===== src/rtl/router_node_port.sv =====
// Router-side node link endpoint: 4-byte MSB-first RX reassembly and TX serialization, FIFO-buffered each way.
// Latency: RX byte3 at edge M -> rx_valid after M; TX push at edge N -> put_to_node after N+1 (free_from_node=1).
// Backpressure: free_to_node gated by RX FIFO space, TX waits on free_from_node, tx_ready=TX FIFO not full; ROUTER_NODE_PORT_STATS_EN adds packet counters.

module router_node_port_fifo #(
  parameter int WIDTH = 32,
  parameter int DEPTH = 4,
  localparam int AW = (DEPTH > 1) ? $clog2(DEPTH) : 1,
  localparam int CW = $clog2(DEPTH + 1)
) (
  input  logic             clock,
  input  logic             reset_n,
  input  logic             push,
  input  logic [WIDTH-1:0] push_dat,
  input  logic             pop,
  output logic [WIDTH-1:0] head,
  output logic [CW-1:0]    count
);
  logic [WIDTH-1:0] mem [DEPTH];
  logic [AW-1:0]    rd_ptr, wr_ptr;
  logic             wr_en, rd_en;

  assign wr_en = push && (count < CW'(DEPTH));
  assign rd_en = pop && (count != '0);
  assign head  = mem[rd_ptr];

  function automatic logic [AW-1:0] ptr_inc(input logic [AW-1:0] p);
    return (p == AW'(DEPTH - 1)) ? '0 : p + 1'b1;
  endfunction

  always_ff @(posedge clock or negedge reset_n) begin
    if (!reset_n) begin
      rd_ptr <= '0;
      wr_ptr <= '0;
      count  <= '0;
    end else begin
      if (wr_en) wr_ptr <= ptr_inc(wr_ptr);
      if (rd_en) rd_ptr <= ptr_inc(rd_ptr);
      count <= count + CW'(wr_en) - CW'(rd_en);
    end
  end

  always_ff @(posedge clock) begin
    if (wr_en) mem[wr_ptr] <= push_dat;
  end
endmodule

module router_node_port #(
  parameter int RX_DEPTH = 4,
  parameter int TX_DEPTH = 4
) (
  input  logic        clock,
  input  logic        reset_n,
  input  logic        put_from_node,
  input  logic [7:0]  payload_from_node,
  output logic        free_to_node,
  output logic        put_to_node,
  output logic [7:0]  payload_to_node,
  input  logic        free_from_node,
  output logic [31:0] rx_pkt,
  output logic        rx_valid,
  input  logic        rx_ready,
  input  logic [31:0] tx_pkt,
  input  logic        tx_valid,
`ifdef ROUTER_NODE_PORT_STATS_EN
  output logic        tx_ready,
  output logic [15:0] rx_pkt_cnt,
  output logic [15:0] tx_pkt_cnt
`else
  output logic        tx_ready
`endif
);
  localparam int RX_CW = $clog2(RX_DEPTH + 1);
  localparam int TX_CW = $clog2(TX_DEPTH + 1);

  typedef enum logic [1:0] {R_IDLE, R_B1, R_B2, R_B3} rx_state_t;
  typedef enum logic [1:0] {T_IDLE, T_SEND, T_GAP} tx_state_t;

  // ---------------- RX: node -> crossbar ----------------
  rx_state_t        rx_state, rx_state_d;
  logic [7:0]       rx_b0, rx_b1, rx_b2, rx_b0_d, rx_b1_d, rx_b2_d;
  logic             rx_push, rx_pop, free_d;
  logic [RX_CW-1:0] rx_count, rx_count_d;

  assign rx_valid = (rx_count != '0);
  assign rx_pop   = rx_valid && rx_ready;

  router_node_port_fifo #(.WIDTH(32), .DEPTH(RX_DEPTH)) u_rx_fifo (
    .clock    (clock),
    .reset_n  (reset_n),
    .push     (rx_push),
    .push_dat ({rx_b0, rx_b1, rx_b2, payload_from_node}),
    .pop      (rx_pop),
    .head     (rx_pkt),
    .count    (rx_count)
  );

  always_comb begin
    rx_state_d = rx_state;
    rx_b0_d    = rx_b0;
    rx_b1_d    = rx_b1;
    rx_b2_d    = rx_b2;
    rx_push    = 1'b0;
    case (rx_state)
      R_IDLE: if (put_from_node) begin rx_b0_d = payload_from_node; rx_state_d = R_B1; end
      R_B1:   if (put_from_node) begin rx_b1_d = payload_from_node; rx_state_d = R_B2; end
      R_B2:   if (put_from_node) begin rx_b2_d = payload_from_node; rx_state_d = R_B3; end
      R_B3:   if (put_from_node) begin rx_push = 1'b1; rx_state_d = R_IDLE; end
      default: rx_state_d = R_IDLE;
    endcase
    // free is registered from next-cycle state so it tracks the FSM without a cycle of lag
    rx_count_d = rx_count + RX_CW'(rx_push) - RX_CW'(rx_pop);
    free_d     = (rx_state_d == R_IDLE) && (rx_count_d < RX_CW'(RX_DEPTH));
  end

  always_ff @(posedge clock or negedge reset_n) begin
    if (!reset_n) begin
      rx_state     <= R_IDLE;
      rx_b0        <= '0;
      rx_b1        <= '0;
      rx_b2        <= '0;
      free_to_node <= 1'b1;
    end else begin
      rx_state     <= rx_state_d;
      rx_b0        <= rx_b0_d;
      rx_b1        <= rx_b1_d;
      rx_b2        <= rx_b2_d;
      free_to_node <= free_d;
    end
  end

  // ---------------- TX: crossbar -> node ----------------
  tx_state_t        tx_state, tx_state_d;
  logic [1:0]       tx_cnt, tx_cnt_d;
  logic [23:0]      tx_shift, tx_shift_d;
  logic             put_d, tx_push, tx_pop;
  logic [7:0]       payload_d;
  logic [31:0]      tx_head;
  logic [TX_CW-1:0] tx_count;

  assign tx_ready = (tx_count < TX_CW'(TX_DEPTH));
  assign tx_push  = tx_valid && tx_ready;

  router_node_port_fifo #(.WIDTH(32), .DEPTH(TX_DEPTH)) u_tx_fifo (
    .clock    (clock),
    .reset_n  (reset_n),
    .push     (tx_push),
    .push_dat (tx_pkt),
    .pop      (tx_pop),
    .head     (tx_head),
    .count    (tx_count)
  );

  always_comb begin
    tx_state_d = tx_state;
    tx_cnt_d   = tx_cnt;
    tx_shift_d = tx_shift;
    put_d      = 1'b0;
    payload_d  = payload_to_node;
    tx_pop     = 1'b0;
    case (tx_state)
      T_IDLE: begin
        if ((tx_count != '0) && free_from_node) begin
          tx_pop     = 1'b1;
          tx_shift_d = tx_head[23:0];
          put_d      = 1'b1;
          payload_d  = tx_head[31:24];
          tx_cnt_d   = 2'd1;
          tx_state_d = T_SEND;
        end
      end
      T_SEND: begin
        put_d      = 1'b1;
        payload_d  = tx_shift[23:16];
        tx_shift_d = {tx_shift[15:0], 8'h00};
        tx_cnt_d   = tx_cnt + 2'd1;
        if (tx_cnt == 2'd3) tx_state_d = T_GAP;
      end
      T_GAP:   tx_state_d = T_IDLE;
      default: tx_state_d = T_IDLE;
    endcase
  end

  always_ff @(posedge clock or negedge reset_n) begin
    if (!reset_n) begin
      tx_state        <= T_IDLE;
      tx_cnt          <= '0;
      tx_shift        <= '0;
      put_to_node     <= 1'b0;
      payload_to_node <= '0;
    end else begin
      tx_state        <= tx_state_d;
      tx_cnt          <= tx_cnt_d;
      tx_shift        <= tx_shift_d;
      put_to_node     <= put_d;
      payload_to_node <= payload_d;
    end
  end

`ifdef ROUTER_NODE_PORT_STATS_EN
  always_ff @(posedge clock or negedge reset_n) begin
    if (!reset_n) begin
      rx_pkt_cnt <= '0;
      tx_pkt_cnt <= '0;
    end else begin
      if (rx_push) rx_pkt_cnt <= rx_pkt_cnt + 16'd1;
      if ((tx_state == T_SEND) && (tx_cnt == 2'd3)) tx_pkt_cnt <= tx_pkt_cnt + 16'd1;
    end
  end
`endif
endmodule


===== config.mk =====
export PLATFORM = sky130hd
export DESIGN_NAME = router_node_port
export DESIGN_NICKNAME = d
export VERILOG_FILES = /design/src/rtl/router_node_port.sv
export SDC_FILE = /design/constraint.sdc
export NUM_CORES = 1
export LEC_CHECK = 0
export ABC_AREA = 1
export ABC_CLOCK_PERIOD_IN_PS = 6200
export BUFFER_PORTS_ARGS = -buffer_cell sky130_fd_sc_hd__buf_2
export CORE_MARGIN = 2
export CORE_UTILIZATION = 65
export DETAILED_ROUTE_END_ITERATION = 16
export PLACE_DENSITY = 0.85
export SYNTH_ARGS = -nofsm -noshare
export SYNTH_HDL_FRONTEND = slang
export SYNTH_SLANG_ARGS = --single-unit

===== constraint.sdc =====
create_clock -name clock -period 6.2 [get_ports clock]
set_clock_uncertainty 0.1 [all_clocks]
set_input_delay 1.24 -clock clock [delete_from_list [all_inputs] [get_ports clock]]
set_output_delay 1.24 -clock clock [all_outputs]
set_load 0.01 [all_outputs]

[Yosys cells after proc, flatten, opt, wreduce, memory -nomap -nowiden]
Memories as Yosys holds them, arrays and structs flattened.
Cells that the tools add are included.
Widths: inputs -> output; s select.
Storage, ports and cells
  bits in registers: 78
  bits in latches: 0
  memory bits (writable): 256
  memory bits (read-only): 0
  output and inout port bits: 44
  logic and storage cells: 88
  memories kept: 2
Operators by class
  add/subtract/negate cells: 11
  multipliers: 0
  divide/modulo/power cells: 0
  magnitude comparators: 3
  equality and inequality tests: 11
  shift-type cells: 0
  multiplexer cells: 26
  bitwise logic cells: 0
  reduce and logical (&&, ||, !) cells: 19
Memory list
  u_rx_fifo.mem: depth 4, bits a word 32, read ports 1, clocked after memory_dff 0, wr ports 1, line 19  | logic [WIDTH-1:0] mem [DEPTH];
  u_tx_fifo.mem: depth 4, bits a word 32, read ports 1, clocked after memory_dff 0, wr ports 1, line 19
Operators by type and width (number)
  $pmux 24 s2: 1
  $mux 24: 1
  $mux 2: 10
  $pmux 8 s2: 1
  $eq 2x2->1 const B: 7
  $add 2x1->2 const B: 5
  $reduce_and 2->1: 5
  $add 3x1->3: 3
  $lt 3x3->1 const B: 3
  $sub 3x1->3: 3
  $logic_and 1x1->1: 8
  $mux 1: 8
  $mux 8: 1
  $pmux 2 s2: 2
  $pmux 2 s4: 1
  $logic_not 2->1: 3
  $reduce_bool 3->1: 2
  $eq 2x1->1 const B: 2
  $ne 2x2->1 const B: 2
  $pmux 1 s2: 1
  $reduce_bool 2->1: 1

[Logic depth before layout (Yosys ltp)]
Gate-level depths: netlist of run 1.
  word-level depth: 6
  gate-level depth with buffers: 11
  gate-level depth less buffers: 11

[Modules after synthesis]
A second synthesis of run 1 with hierarchy kept.
Second synthesis, totals
  cells, all modules: 1216
  area total of the unflattened synthesis: 13888.3 um^2
By module, submodules not included
  router_node_port_fifo (u_rx_fifo): times used 1, cells an instance 426, area each 5470.2 um^2, seq. area each 4018.9 um^2
  router_node_port_fifo (u_tx_fifo): times used 1, cells an instance 425, area each 5466.5 um^2, seq. area each 4018.9 um^2
  router_node_port: times used 1, cells an instance 365, area each 2951.6 um^2, seq. area each 1602.8 um^2

[Worst setup path after synthesis of run 1]
No wires, ideal clock.
  kind: input port to flip-flop
  from: input put_from_node
  to: memory u_rx_fifo.mem[3][0] (enable)
  arrival time: 2.976 ns
  path slack: 2.703 ns
  stages on the path: 4
  cell sequence: nand3_1 nor2_2 inv_1 nor2_1
Between the ends
  word-level cells in the longest chain between the ends: 5
Ends and longest elaborated chain
  start: declaration: line 54  | input logic put_from_node,
  $mux 1: line 108  | R_B3: if (put_from_node) begin rx_push = 1'b1; rx_state_d = R_IDLE; end
  $mux 1: line 104  | case (rx_state)
  $logic_and 1x1->1: line 23  | assign wr_en = push && (count < CW'(DEPTH));
  named net u_rx_fifo.wr_en: line 21  | logic wr_en, rd_en;
  $mux 1: line 44  | if (wr_en) mem[wr_ptr] <= push_dat;
  $mux 1 (implied by the code): line 44
  end: declaration: line 19
The timed path passes the listed nets, and every way through them passes these cells.

[Worst setup path after layout of run 1]
  from: register u_rx_fifo.rd_ptr[0]
  to: output rx_pkt[21]
Between the ends
  word-level cells in the longest chain between the ends: 1
Ends and longest elaborated chain
  start: declaration: line 20  | logic [AW-1:0] rd_ptr, wr_ptr;
  start signal: assignment: line 38  | if (rd_en) rd_ptr <= ptr_inc(rd_ptr);
  $mem_v2 4x32
  end: declaration: line 60  | output logic [31:0] rx_pkt,
No other way between the ends.

==> flow_summary.json, run 1 <==
{
  "power_w": 0.00710,
  "powerDensity_mw_per_mm2": 473,
  "path_depth": 4,
  "fin_cells": 1539,
  "root_buffer": "clkbuf_16",
  "cts_made_buffers": 31,
  "period_share_pct": 72.4,
  "cts_tree": "built",
  "maxSlewHeadroom_pct": 26.5,
  "hold_buffers": 0,
  "drt_iter0_drc": 1011,
  "reg2reg_from": "u_tx_fifo.count[1]",
  "clock-sinks": 334,
  "overflow": 0,
  "post_cts_buffers": 0,
  "hp-class": "reg2reg",
  "gr-usage-met2_pct": 48.7,
  "crit_chain": "inv_2, o21ai_0, o22ai_1, buf_2",
  "crit_path_max_fanout": 67,
  "ys_warn_count": 0,
  "ant_nets": 0,
  "final_nets": 1307,
  "wl_per_cell_um": 18.6,
  "rr_endpoint": "u_tx_fifo.count[2]",
  "cts_resized": 0,
  "dr.pass1.iters": 5,
  "cap_viol_max_count": 0,
  "htree_levels": 1,
  "critPathTopFamily": "flip-flops",
  "antenna_found_initial": 0,
  "power_frac_comb_pct": 29.5,
  "p_clk_share_pct": 24.7,
  "setup_viol": 0,
  "clock_latency_ns": 0.56,
  "synth-seq-cells": 334,
  "arrival_ns": 3.15,
  "layout-drive-gt1-share_pct": 13.2,
  "max_clock_freq_mhz": 223,
  "cpPeakStageDelay_ns": 1.10,
  "fp-row-count": 52,
  "place.gp.congestion": 0.846,
  "grt_max_degree": 79,
  "syn_nets": 1229,
  "seq_power_share_pct": 45.8,
  "power_switching_w": 0.00256,
  "netSwitchingFraction_pct": 36.0,
  "area_growth_pct": 11.1,
  "leakage_nw": 6.30,
  "top_usage_layer": "met2",
  "io_pins": 90,
  "wirelength_um": 28700,
  "grt_first_pass_wirelength_um": 45800,
  "status": "completed",
  "layout_common_cells": "edfxtp_1 (256), nand2_1 (241), inv_1 (150)",
  "finalWorstPathRequiredPeriod_ns": 4.49,
  "ff2ff_path_depth": 10,
  "vias": 8891,
  "final.fill_count": 1242,
  "tns_ns": 0,
  "met1_usage_pct": 32.3,
  "dieHeight_um": 148,
  "start_kind": "flop",
  "synth-seq-area-share_pct": 71.4,
  "grtUsageTotal_pct": 26.6,
  "slew_violations": 0,
  "dieArea_mm2": 0.0219,
  "tightest_slew_ns": 1.10,
  "netlist_instances": 1165,
  "crit_start": "u_rx_fifo.rd_ptr[0]",
  "ys_types": 26,
  "ir_drop_mv": 0.339,
  "core_area_mm2": 0.0203,
  "cp-endpoint": "rx_pkt[21]",
  "use_met3_pct": 4.33,
  "power.internal_w": 0.00454,
  "crit_path_top_delay_cell": "dfrtp_2",
  "layout_commonest_cell": "edfxtp_1",
  "regToRegSetupSlack_ns": 3.45,
  "crit_type": "reg2out",
  "initial_core_util_pct": 66.5,
  "clkTransAtPathRegs_ns": 0.07,
  "drc": 0,
  "grt_pass1_vias": 9012,
  "io_buffers": 89,
  "critPathBufInv": 2,
  "end_kind": "primary output",
  "placedCellCount": 1480,
  "syn-mean-instance-area_um2": 11.6,
  "hold_viol_final": 0,
  "crit_required_ns": 4.86,
  "die-width_um": 148,
  "fin_util_pct": 73.9,
  "clockBufferDepth": 3,
  "grt_setup_unrepaired": "no",
  "dp_hpwl_um": 16600,
  "avgViaCountPerCell": 5.78,
  "netlist_area_mm2": 0.0135
}
cells by family (layout without fill, tap and decap cells):
group	after synthesis	count (layout)	synth area share, %
flops	334	334	71.4
other cells	0	1	0
fa+ha+maj	18	18	1.78
compound gates	147	147	5.78
simple gates	455	455	14.2
buf+inv	208	311	6.63
xor+xnor	3	3	0.195
worst min path at each step:
stage | from | end | slack [ns] | cells past startpoint
floorplan | u_tx_fifo.count[2] | u_tx_fifo.count[2] | 0.34 | 1
global placement | u_tx_fifo.count[2] | u_tx_fifo.count[2] | 0.36 | 1
detailed placement | u_tx_fifo.count[2] | u_tx_fifo.count[2] | 0.36 | 1
CTS | u_tx_fifo.count[2] | u_tx_fifo.count[2] | 0.37 | 1
global route | u_tx_fifo.count[2] | u_tx_fifo.count[2] | 0.39 | 1
finish | u_tx_fifo.count[2] | u_tx_fifo.count[2] | 0.38 | 1
power groups by stage:
stage               Clock (W)  Sequential [W]  Combinational [W]
global placement            0         0.00325            0.00193
global route          0.00185         0.00329            0.00234
floorplan                   0         0.00314            0.00154
finish                0.00175         0.00325            0.00209
detailed placement          0         0.00328            0.00204
CTS                   0.00175         0.00324            0.00209
synthesized netlist by cell type:
| master | number | area, um2 |
|---|---|---|
| inv_2 | 3 | 11.3 |
| buf_6 | 8 | 90.1 |
| a21oi_1 | 8 | 40.0 |
| nand2_1 | 241 | 905 |
| xnor2_1 | 1 | 8.76 |
| a21boi_1 | 1 | 7.51 |
| nor2_4 | 3 | 33.8 |
| inv_1 | 150 | 563 |
| nand2_2 | 1 | 6.26 |
| ha_1 | 16 | 200 |
| o21ai_1 | 7 | 35.0 |
| nand3_1 | 128 | 641 |
| o21bai_1 | 1 | 7.51 |
| clkbuf_1 | 14 | 52.6 |
| dfrtp_1 | 77 | 1930 |
| buf_2 | 28 | 140 |
| buf_4 | 5 | 37.5 |
| o22ai_1 | 32 | 200 |
| nand3_2 | 3 | 30.0 |
| o21ai_0 | 98 | 490 |
| edfxtp_1 | 256 | 7690 |
| xor2_1 | 2 | 17.5 |
| fa_1 | 2 | 40.0 |
| nor2_2 | 1 | 6.26 |
| dfstp_2 | 1 | 26.3 |
| nor2_1 | 78 | 293 |
state kept, by name, summed over array words and instances, names as in the netlist, 8 cells and up:
signal / flops
payload_to_node: 8
rx_b0: 8
rx_b1: 8
rx_b2: 8
tx_shift: 24
u_rx_fifo.mem: 128
u_tx_fifo.mem: 128
per-layer routing:
layer	wire (um)	up-vias
met5	0	-
met4	815	0
met3	2160	66
met2	15100	406
met1	10600	4351
li1	-	4068
layout make-up:
cell class / instances / area, um2 / area share [%]
sequential: 334 / 9640 / 64.3
multi-input combinational: 623 / 2980 / 19.9
clock inverter: 16 / 83.8 / 0.559
antenna: 1 / 2.50 / 0.0167
clock buffer: 42 / 847 / 5.65
inverter: 153 / 574 / 3.83
timing repair buffer: 100 / 531 / 3.54
tap: 270 / 338 / 2.25
per-stage QoR:
step	setup slack (ns)	instance area, um2	hold WS, ns
4_1_cts	1.76	15000	0.374
5_1_grt	1.53	15000	0.390
2_1_floorplan	2.70	13500	0.342
3_5_place_dp	2.34	14100	0.362
6_report	1.71	15000	0.383
3_3_place_gp	2.58	14100	0.356
(Power assumes the default switching activity.)
==> run 2: changes to the inputs <==
ABC_CLOCK_PERIOD_IN_PS = 3900   (was 6200)
CORE_UTILIZATION = 54   (was 65)
PLACE_DENSITY = 0.75   (was 0.85)
clock period = 3.9 ns   (was 6.2 ns; I/O delays follow)
==> run 2 against run 1 <==
Net effect:
- combinational power up 63%
- critical path depth up 1
- final area up 1.9%
- largest cell class unchanged
- final cell count up 4.1%
- sequential share of layout area down 1.2 points
- hold slack worse by 0.048 ns
- die area up 20%
- worst setup slack worse by 0.90 ns
- highest routed layer is now met5
- routed wire length down 5.4%
==> flow_summary.json, run 2 (synthesis results as in run 1) <==
{
  "powerDensity_mw_per_mm2": 760,
  "die-width_um": 162,
  "reg2reg_from": "u_tx_fifo.count[2]",
  "dieHeight_um": 162,
  "crit_path_max_fanout": 40,
  "netSwitchingFraction_pct": 34.2,
  "regToRegSetupSlack_ns": 1.68,
  "dp_hpwl_um": 15500,
  "crit_path_top_delay_cell": "inv_2",
  "p_clk_share_pct": 27.4,
  "max_clock_freq_mhz": 324,
  "layout_commonest_cell": "edfxtp_1",
  "grt_first_pass_wirelength_um": 43600,
  "setup_viol": 0,
  "grtUsageTotal_pct": 21.1,
  "multi_input_area_mm2": 0.00298,
  "crit_required_ns": 3.02,
  "area_growth_pct": 13.3,
  "path_depth": 5,
  "start_kind": "flop",
  "vias": 8548,
  "avgViaCountPerCell": 5.34,
  "clock-sinks": 334,
  "end_kind": "primary output",
  "hp-class": "in2async",
  "seq_power_share_pct": 43.3,
  "power_frac_comb_pct": 29.3,
  "dieArea_mm2": 0.0263,
  "cts_tree": "built",
  "rr_endpoint": "u_tx_fifo.count[2]",
  "status": "completed",
  "maxSlewHeadroom_pct": 29.2,
  "grt_setup_unrepaired": "no",
  "hold_buffers": 0,
  "clkTransAtPathRegs_ns": 0.06,
  "io_pins": 90,
  "clock_latency_ns": 0.51,
  "ant_nets": 0,
  "cts_made_buffers": 34,
  "layout_common_cells": "edfxtp_1 (256), nand2_1 (241), inv_1 (150)",
  "leakage_nw": 6.41,
  "final_nets": 1316,
  "wl_per_cell_um": 16.9,
  "cap_viol_max_count": 0,
  "root_buffer": "clkbuf_16",
  "finalWorstPathRequiredPeriod_ns": 3.09,
  "power_switching_w": 0.00397,
  "power_w": 0.0116,
  "critPathTopFamily": "buffers and inverters",
  "period_share_pct": 79.1,
  "hold_viol_final": 0,
  "crit_chain": "inv_2, buf_4, o21ai_0, o22ai_1, buf_2",
  "postPlaceCellArea_mm2": 0.0142,
  "fin_util_pct": 62.5,
  "slew_violations": 0,
  "initial_core_util_pct": 55.2,
  "hold_ws_ns": 0.335,
  "cpPeakStageDelay_ns": 0.50,
  "ir_drop_mv": 0.393,
  "final.fill_count": 1861,
  "grt_pass1_vias": 8419,
  "wirelength_um": 27100,
  "htree_levels": 2,
  "clockBufferDepth": 3,
  "regArea_mm2": 0.00964,
  "overflow": 0,
  "reg.largest.list": "u_rx_fifo.mem: 128 flops, u_tx_fifo.mem: 128 flops, tx_shift: 24 flops",
  "power.internal_w": 0.00764,
  "place.gp.congestion": 0.746,
  "fp-row-count": 57,
  "critPathBufInv": 3,
  "grt_max_degree": 79,
  "layout-drive-gt1-share_pct": 13.6,
  "drc": 0,
  "final_area_mm2": 0.0153,
  "core_area_mm2": 0.0245,
  "cts_resized": 0,
  "antenna_found_initial": 2,
  "arrival_ns": 2.21,
  "io_buffers": 89,
  "tightest_slew_ns": 1.06,
  "dr.pass1.iters": 5,
  "drt_iter0_drc": 818,
  "ff2ff_path_depth": 10,
  "post_cts_buffers": 0,
  "tns_ns": 0,
  "crit_type": "reg2out"
}
==> run 2: worst register-to-register path: stages, from the launching register on <==
cell and delay, ns:
dfrtp_1 0.38, inv_1 0.16, nand3_2 0.11, inv_1 0.11
nor2_4 0.04, ha_1 0.27, inv_1 0.04, ha_1 0.19
fa_1 0.40, xnor2_1 0.18, xor2_1 0.16
==> run 2: cell type report <==
| cell class | instances | share of cell area (%) |
|---|---|---|
| clock buffers | 45 | 6.24 |
| inverters | 153 | 3.76 |
| flip-flops and latches | 334 | 63.1 |
| multi-input cells | 623 | 19.5 |
| clock inverters | 15 | 0.966 |
| diodes | 2 | 0.0327 |
| well taps | 324 | 2.65 |
| repair buffers | 106 | 3.77 |
==> run 2: metrics by stage <==
stage	worst slack, ns	std cells
final	0.815	1602
after global routing	0.644	1601
after CTS	0.802	1600
after detailed placement	1.25	1540
after global placement	1.31	1540
after floorplan	0.863	1165
==> run 2: routing by layer <==
metal / wire length, um / GRT usage, %
met5: 13 / 0
met4: 721 / 6.92
met3: 1780 / 3.27
met2: 13400 / 36.3
met1: 11200 / 27.9
==> run 2: worst max-delay path by stage <==
stage	startpoint	end
3_5_place_dp	put_from_node	u_rx_fifo.mem[0][7]
5_1_grt	u_rx_fifo.rd_ptr[0]	rx_pkt[3]
2_1_floorplan	put_from_node	u_rx_fifo.mem[3][0]
3_3_place_gp	put_from_node	u_rx_fifo.mem[0][7]
4_1_cts	u_rx_fifo.rd_ptr[0]	rx_pkt[6]
6_report	u_rx_fifo.rd_ptr[0]	rx_pkt[6]
==> run 2: power groups by stage <==
stage	combinational, W	clock [W]	sequential [W]
4_1_cts	0.00344	0.00322	0.00503
6_report	0.00340	0.00318	0.00503
3_5_place_dp	0.00340	0	0.00510
5_1_grt	0.00383	0.00337	0.00510
2_1_floorplan	0.00245	0	0.00499
3_3_place_gp	0.00328	0	0.00506
